File: config.mk
export PLATFORM = sky130hd
export DESIGN_NAME = sample_capture
export DESIGN_NICKNAME = d
export VERILOG_FILES = /design/src/rtl/sample_capture_pkg.sv /design/src/rtl/sample_capture_fifo.sv /design/src/rtl/sample_capture.sv
export SDC_FILE = /design/constraint.sdc
export NUM_CORES = 1
export LEC_CHECK = 0
export CORE_MARGIN = 2
export CORE_UTILIZATION = 54
export CTS_BUF_LIST = sky130_fd_sc_hd__clkbuf_4
export DETAILED_ROUTE_END_ITERATION = 8
export PLACE_DENSITY = 0.8
export SETUP_SLACK_MARGIN = 0.02
export SYNTH_ARGS = -nofsm -noshare
export SYNTH_HDL_FRONTEND = slang
export SYNTH_HIERARCHICAL = 1
export SYNTH_SLANG_ARGS = --single-unit
File: constraint.sdc
create_clock -name Fg_clk -period 5.5 [get_ports Fg_clk]
set_input_delay 0.825 -clock Fg_clk [delete_from_list [all_inputs] [get_ports Fg_clk]]
set_output_delay 0.825 -clock Fg_clk [all_outputs]
set_load 0.02 [all_outputs]
File: src/rtl/sample_capture_pkg.sv
// Shared definitions for the sampling-tick interface: capture FSM states,
// mode range and default sample/FIFO sizing used with the sampling controller.
package sample_capture_pkg;

  typedef enum logic [1:0] {
    ST_IDLE  = 2'd0,
    ST_ARMED = 2'd1,
    ST_FLUSH = 2'd2
  } cap_state_e;

  localparam int MODE_MAX  = 4;
  localparam int DEF_DW    = 8;
  localparam int DEF_DEPTH = 16;

endpackage

File: src/rtl/sample_capture_fifo.sv
// Synchronous FIFO with push, pop and single-cycle clear; pointers carry one
// extra wrap bit so full and empty are told apart without a separate counter.
module sample_fifo
  import sample_capture_pkg::*;
#(
  parameter int DW    = DEF_DW,
  parameter int DEPTH = DEF_DEPTH,
  parameter int AW    = 4
) (
  input  logic          Fg_clk,
  input  logic          Resetn,
  input  logic          push_i,
  input  logic          pop_i,
  input  logic          clr_i,
  input  logic [DW-1:0] wdata_i,
  output logic [DW-1:0] rdata_o,
  output logic          full_o,
  output logic          empty_o,
  output logic [AW:0]   level_o
);

  localparam logic [AW:0] PTR_ONE = 1;

  logic [AW:0]   wr_ptr_q, wr_ptr_d;
  logic [AW:0]   rd_ptr_q, rd_ptr_d;
  logic [DW-1:0] mem_q [DEPTH];

  always_comb begin
    wr_ptr_d = wr_ptr_q;
    rd_ptr_d = rd_ptr_q;
    if (clr_i) begin
      wr_ptr_d = '0;
      rd_ptr_d = '0;
    end else begin
      if (push_i) wr_ptr_d = wr_ptr_q + PTR_ONE;
      if (pop_i)  rd_ptr_d = rd_ptr_q + PTR_ONE;
    end
  end

  always_ff @(posedge Fg_clk or negedge Resetn) begin
    if (!Resetn) begin
      wr_ptr_q <= '0;
      rd_ptr_q <= '0;
    end else begin
      wr_ptr_q <= wr_ptr_d;
      rd_ptr_q <= rd_ptr_d;
    end
  end

  // Storage is cleared on reset so the head reads as zero when nothing is buffered.
  always_ff @(posedge Fg_clk or negedge Resetn) begin
    if (!Resetn) begin
      for (int i = 0; i < DEPTH; i++) mem_q[i] <= '0;
    end else if (push_i && !clr_i) begin
      mem_q[wr_ptr_q[AW-1:0]] <= wdata_i;
    end
  end

  assign rdata_o = mem_q[rd_ptr_q[AW-1:0]];
  assign empty_o = (wr_ptr_q == rd_ptr_q);
  assign full_o  = (wr_ptr_q[AW] != rd_ptr_q[AW]) &&
                   (wr_ptr_q[AW-1:0] == rd_ptr_q[AW-1:0]);
  assign level_o = wr_ptr_q - rd_ptr_q;

endmodule

File: src/rtl/sample_capture.sv
// Capture side of the sampling-tick interface: arms on Ready, buffers one
// sample per Enable strobe, and flushes whenever the rate mode changes.
module sample_capture
  import sample_capture_pkg::*;
#(
  parameter int DW    = DEF_DW,
  parameter int DEPTH = DEF_DEPTH,
  parameter int AW    = 4,
  parameter int CW    = 16
) (
  input  logic          Fg_clk,
  input  logic          Resetn,
  input  logic          Ready,
  input  logic          Enable,
  input  logic [2:0]    Mode,
  input  logic [DW-1:0] SampleIn,
  output logic [DW-1:0] OutData,
  output logic          OutValid,
  input  logic          OutReady,
  output logic          Armed,
  output logic          Overflow,
  output logic [AW:0]   FillLevel,
  output logic [CW-1:0] SampleCnt
);

  localparam logic [CW-1:0] CNT_ONE = 1;

  cap_state_e    state_q, state_d;
  logic [2:0]    mode_q, mode_d;
  logic          ovf_q, ovf_d;
  logic [CW-1:0] cnt_q, cnt_d;
  logic          push, pop, clr;
  logic          fifo_full, fifo_empty;

  always_ff @(posedge Fg_clk or negedge Resetn) begin
    if (!Resetn) begin
      state_q <= ST_IDLE;
      mode_q  <= '0;
      ovf_q   <= 1'b0;
      cnt_q   <= '0;
    end else begin
      state_q <= state_d;
      mode_q  <= mode_d;
      ovf_q   <= ovf_d;
      cnt_q   <= cnt_d;
    end
  end

  always_comb begin
    state_d = state_q;
    mode_d  = mode_q;
    ovf_d   = ovf_q;
    cnt_d   = cnt_q;
    push    = 1'b0;
    pop     = 1'b0;
    clr     = 1'b0;
    unique case (state_q)
      ST_IDLE: begin
        if (Ready) begin
          state_d = ST_ARMED;
          mode_d  = Mode;
          ovf_d   = 1'b0;
          cnt_d   = '0;
        end
      end
      ST_ARMED: begin
        // A rate change freezes both FIFO ports for this cycle and the flush cycle.
        if (Mode != mode_q) begin
          state_d = ST_FLUSH;
          mode_d  = Mode;
          clr     = 1'b1;
          ovf_d   = 1'b0;
          cnt_d   = '0;
        end else begin
          pop = !fifo_empty && OutReady;
          if (Enable) begin
            if (!fifo_full || pop) begin
              push  = 1'b1;
              cnt_d = cnt_q + CNT_ONE;
            end else begin
              ovf_d = 1'b1;
            end
          end
        end
      end
      ST_FLUSH: state_d = ST_ARMED;
      default:  state_d = ST_IDLE;
    endcase
  end

  sample_fifo #(
    .DW    (DW),
    .DEPTH (DEPTH),
    .AW    (AW)
  ) u_fifo (
    .Fg_clk  (Fg_clk),
    .Resetn  (Resetn),
    .push_i  (push),
    .pop_i   (pop),
    .clr_i   (clr),
    .wdata_i (SampleIn),
    .rdata_o (OutData),
    .full_o  (fifo_full),
    .empty_o (fifo_empty),
    .level_o (FillLevel)
  );

  assign OutValid  = !fifo_empty;
  assign Armed     = (state_q != ST_IDLE);
  assign Overflow  = ovf_q;
  assign SampleCnt = cnt_q;

endmodule

==> impl_metrics.csv <==
group,metric,value,unit
final_layout,final_common_cell,"dfrtp_1",
die,die_h,124,um
power_and_ir_drop,combPwrFrac,21.1,%
final_layout,final_cell_mix,"dfrtp_1, mux2_2, clkdlybuf4s50_1, mux2i_1",
global_routing,antenna_found_initial,1,
drt,ant_nets,0,
run_status,status,"finished clean",
setup_path,r2r-start,"u_fifo/rd_ptr_q[3]",
hold_path,hold_class,"in2async",
drt,vias,4893,
placement,dpl_worst_slack,1450,ps
drt,drt_iter0_drc,366,
setup_path,ff2ff_path_depth,13,
clock_tree,cts_tree,"built",
drt,firstDrtPassIters,5,
final_layout,final_nets,647,
power_and_ir_drop,finalPower,2.59,mW
power_and_ir_drop,power_switching_share,29.0,%
setup_path,arrival,4620,ps
sta,layout_min_cycle_time,4180,ps
yosys,async_flop_share,100,%
power_and_ir_drop,leakage,3.92,nW
setup_path,worst-setup-path-type,"reg2reg",
final_layout,drive_gt1_share,32.9,%
die,dieArea,15400,sq um
setup_path,max_stage_delay,630,ps
die,start_util,55.5,%
clock_tree,cts_setup_buffers,0,
setup_path,startpoint,"u_fifo/rd_ptr_q[3]",
final_layout,fill_cells,1062,
sta,tightest_slew,1070,ps
clock_tree,clk_path_buf_depth,2,
yosys,synth_cells,580,
yosys,synth_edf_count,0,
global_routing,grt_max_degree,118,
yosys,syn_area_per_cell,13.4,sq um
sta,relSlewSlack,28.7,%
sta,rsz0062_at_grt,"no",
yosys,ys_warn_count,6,
global_routing,grtUsageTotal,23.5,%
drt,wl_per_cell,20.1,um
final_layout,syn2layout_area_growth,11.4,%
job,maxCapViolCount,0,
power_and_ir_drop,power.density,300,nW/um^2
clock_tree,cts-root-buf,"clkbuf_4",
global_routing,grt_pass1_wl,27.0,mm
setup_path,critPathLaunchType,"flop",
clock_tree,clk_latency,550,ps
clock_tree,path_clk_slew,120,ps
power_and_ir_drop,p_seq_share,49.8,%
die,ios,48,
clock_tree,cts.sinks,160,
clock_tree,holdBufCountCts,0,
drt,drc,0,
die,die_x,124,um
yosys,ys_types,47,
sta,setup_tns,0,ps
power_and_ir_drop,switching_power,0.751,mW
setup_path,cp-end-kind,"flop",
setup_path,r2r_slack,1320,ps
global_routing,grt-ovfl-total,0,
yosys,ys_seq_elements,160,
setup_path,path_max_fanout,12,
global_routing,grt_pass1_vias,5123,
sta,finalCritPeriodShare,76.0,%
sta,final_hold_viol_count,0,
clock_tree,cts_resized,0,
clock_tree,cts_htree_levels,4,
power_and_ir_drop,p_int,1.84,mW
yosys,synth_area,7770,sq um
sta,maxSlewViolCount,0,
die,core_area,14000,sq um
setup_path,crit_chain,"inv_2, ha_1, nand4_1, nor2_1, nor2b_1, o21ai_1, a31oi_2, nand2_1, inv_2, and2b_1, nand2_1, nor2_2, mux2_2",
sta,setup_viol,0,
placement,port_buffers,47,
placement,dp.final_hpwl,11.2,mm
power_and_ir_drop,clock_power_share,29.1,%
setup_path,cp_slowest_cell,"dfrtp_1",
sta,skew,18.8,ps
clock_tree,numCtsBuffers,17,
setup_path,r2r-end,"u_fifo/mem_q[9]",
placement,gp_congestion,0.916,
setup_path,cp_data_required_time,5940,ps
drt,drt_wl_total,16.4,mm
drt,via_per_inst,6.01,
yosys,synth_flop_cell,"dfrtp_1",
yosys,synth_fp_nets,607,
yosys,synth_seq_area_share,51.5,%
sta,fin_ws,1320,ps
die,rows,43,
sta,max_freq,239,MHz
power_and_ir_drop,ir_worst_vdd,0.283,mV
-- synthesized netlist by cell type, types with 2 or more instances --
master,number,area [sq um]
a21o_1,2,15.0
a21oi_1,15,75.1
a22oi_1,8,60.1
a31oi_1,6,37.5
a32oi_1,8,70.1
and2_1,2,12.5
and4_1,4,35.0
buf_2,8,40.0
buf_4,3,22.5
buf_6,2,22.5
clkbuf_1,15,56.3
dfrtp_1,160,4000
ha_1,10,125
inv_1,13,48.8
inv_2,2,7.51
mux2_2,131,1480
mux2i_1,27,270
mux4_2,24,541
nand2_1,14,52.6
nand2b_1,3,18.8
nand3_1,11,55.1
nand4_1,9,56.3
nor2_1,24,90.1
nor2_2,10,62.6
nor2b_1,6,37.5
nor3_1,3,15.0
nor3b_4,2,37.5
o21ai_0,19,95.1
o21ai_1,3,15.0
o31ai_1,4,30.0
or3_1,2,12.5
xnor2_1,10,87.6
xor2_1,6,52.6
-- worst max-delay path, delay by kind of cell, from the launching register on --
kind            cells  cell delay, ps
fa+ha+maj           1             390
buf+inv             2             480
simple gates        7            1600
mux                 1             410
compound gates      2             560
flops               1             630
-- state kept, by name, summed over array words and instances (netlist names) --
register / flops
Overflow: 1
SampleCnt: 16
mode_q: 3
state_q: 2
u_fifo/mem_q: 128
u_fifo/rd_ptr_q: 5
u_fifo/wr_ptr_q: 5
-- power by group through the flow --
stage               Combinational [mW]  Sequential, mW  Clock, mW
CTS                              0.549            1.29      0.771
detailed placement               0.548            1.31          0
global route                     0.594            1.30      0.824
floorplan                        0.346            1.31          0
finish                           0.548            1.29      0.754
global placement                 0.533            1.31          0
-- how the worst max path moves through the flow --
stage,endpoint,cells past startpoint
final,u_fifo/mem_q[9],13
after global routing,u_fifo/mem_q[9],13
after CTS,OutData[2],5
after detailed placement,u_fifo/mem_q[9],13
after global placement,u_fifo/mem_q[11],13
after floorplan,u_fifo/mem_q[64],17
-- cell families (layout without fill, tap and decap cells) --
| kind of cell | after synthesis | count (layout) | synth area share (%) |
|---|---|---|---|
| xor gates and xnor gates | 16 | 16 | 1.80 |
| DFF | 160 | 160 | 51.5 |
| buffers and inverters | 44 | 97 | 2.59 |
| and+or+nand+nor | 97 | 97 | 6.97 |
| adders and majority gates | 11 | 11 | 1.87 |
| other | 0 | 1 | 0 |
| muxes | 182 | 182 | 29.4 |
| AOI/OAI and AO/OA | 70 | 70 | 5.81 |
-- per-layer routing --
layer,up-vias,share of wire [%],global-route usage [%]
li1,2215,-,-
met4,0,1.0,6.11
met3,13,4.3,5.45
met2,114,49,37.9
met1,2551,45,32.4
met5,-,0,0
-- through the flow --
stage	hold slack (ps)	utilization, %	std cells	area [sq um]
after global placement	474	59.7	781	8350
after CTS	441	61.9	813	8650
final	374	61.9	814	8650
after global routing	487	61.9	814	8650
after detailed placement	492	59.7	781	8350
after floorplan	474	-	580	7770
-- area by class of cell --
type | instances | area (sq um) | share of cell area (%)
Timing Repair Buffer | 50 | 494 | 5.71
Clock buffer | 18 | 135 | 1.56
Antenna cell | 1 | 2.50 | 0.0289
Multi-Input combinational cell | 376 | 3560 | 41.2
Sequential cell | 160 | 4010 | 46.3
Tap cell | 180 | 225 | 2.60
Inverter | 15 | 56.3 | 0.651
Clock inverter | 14 | 171 | 1.98
Power figures use the tool's default switching activity.
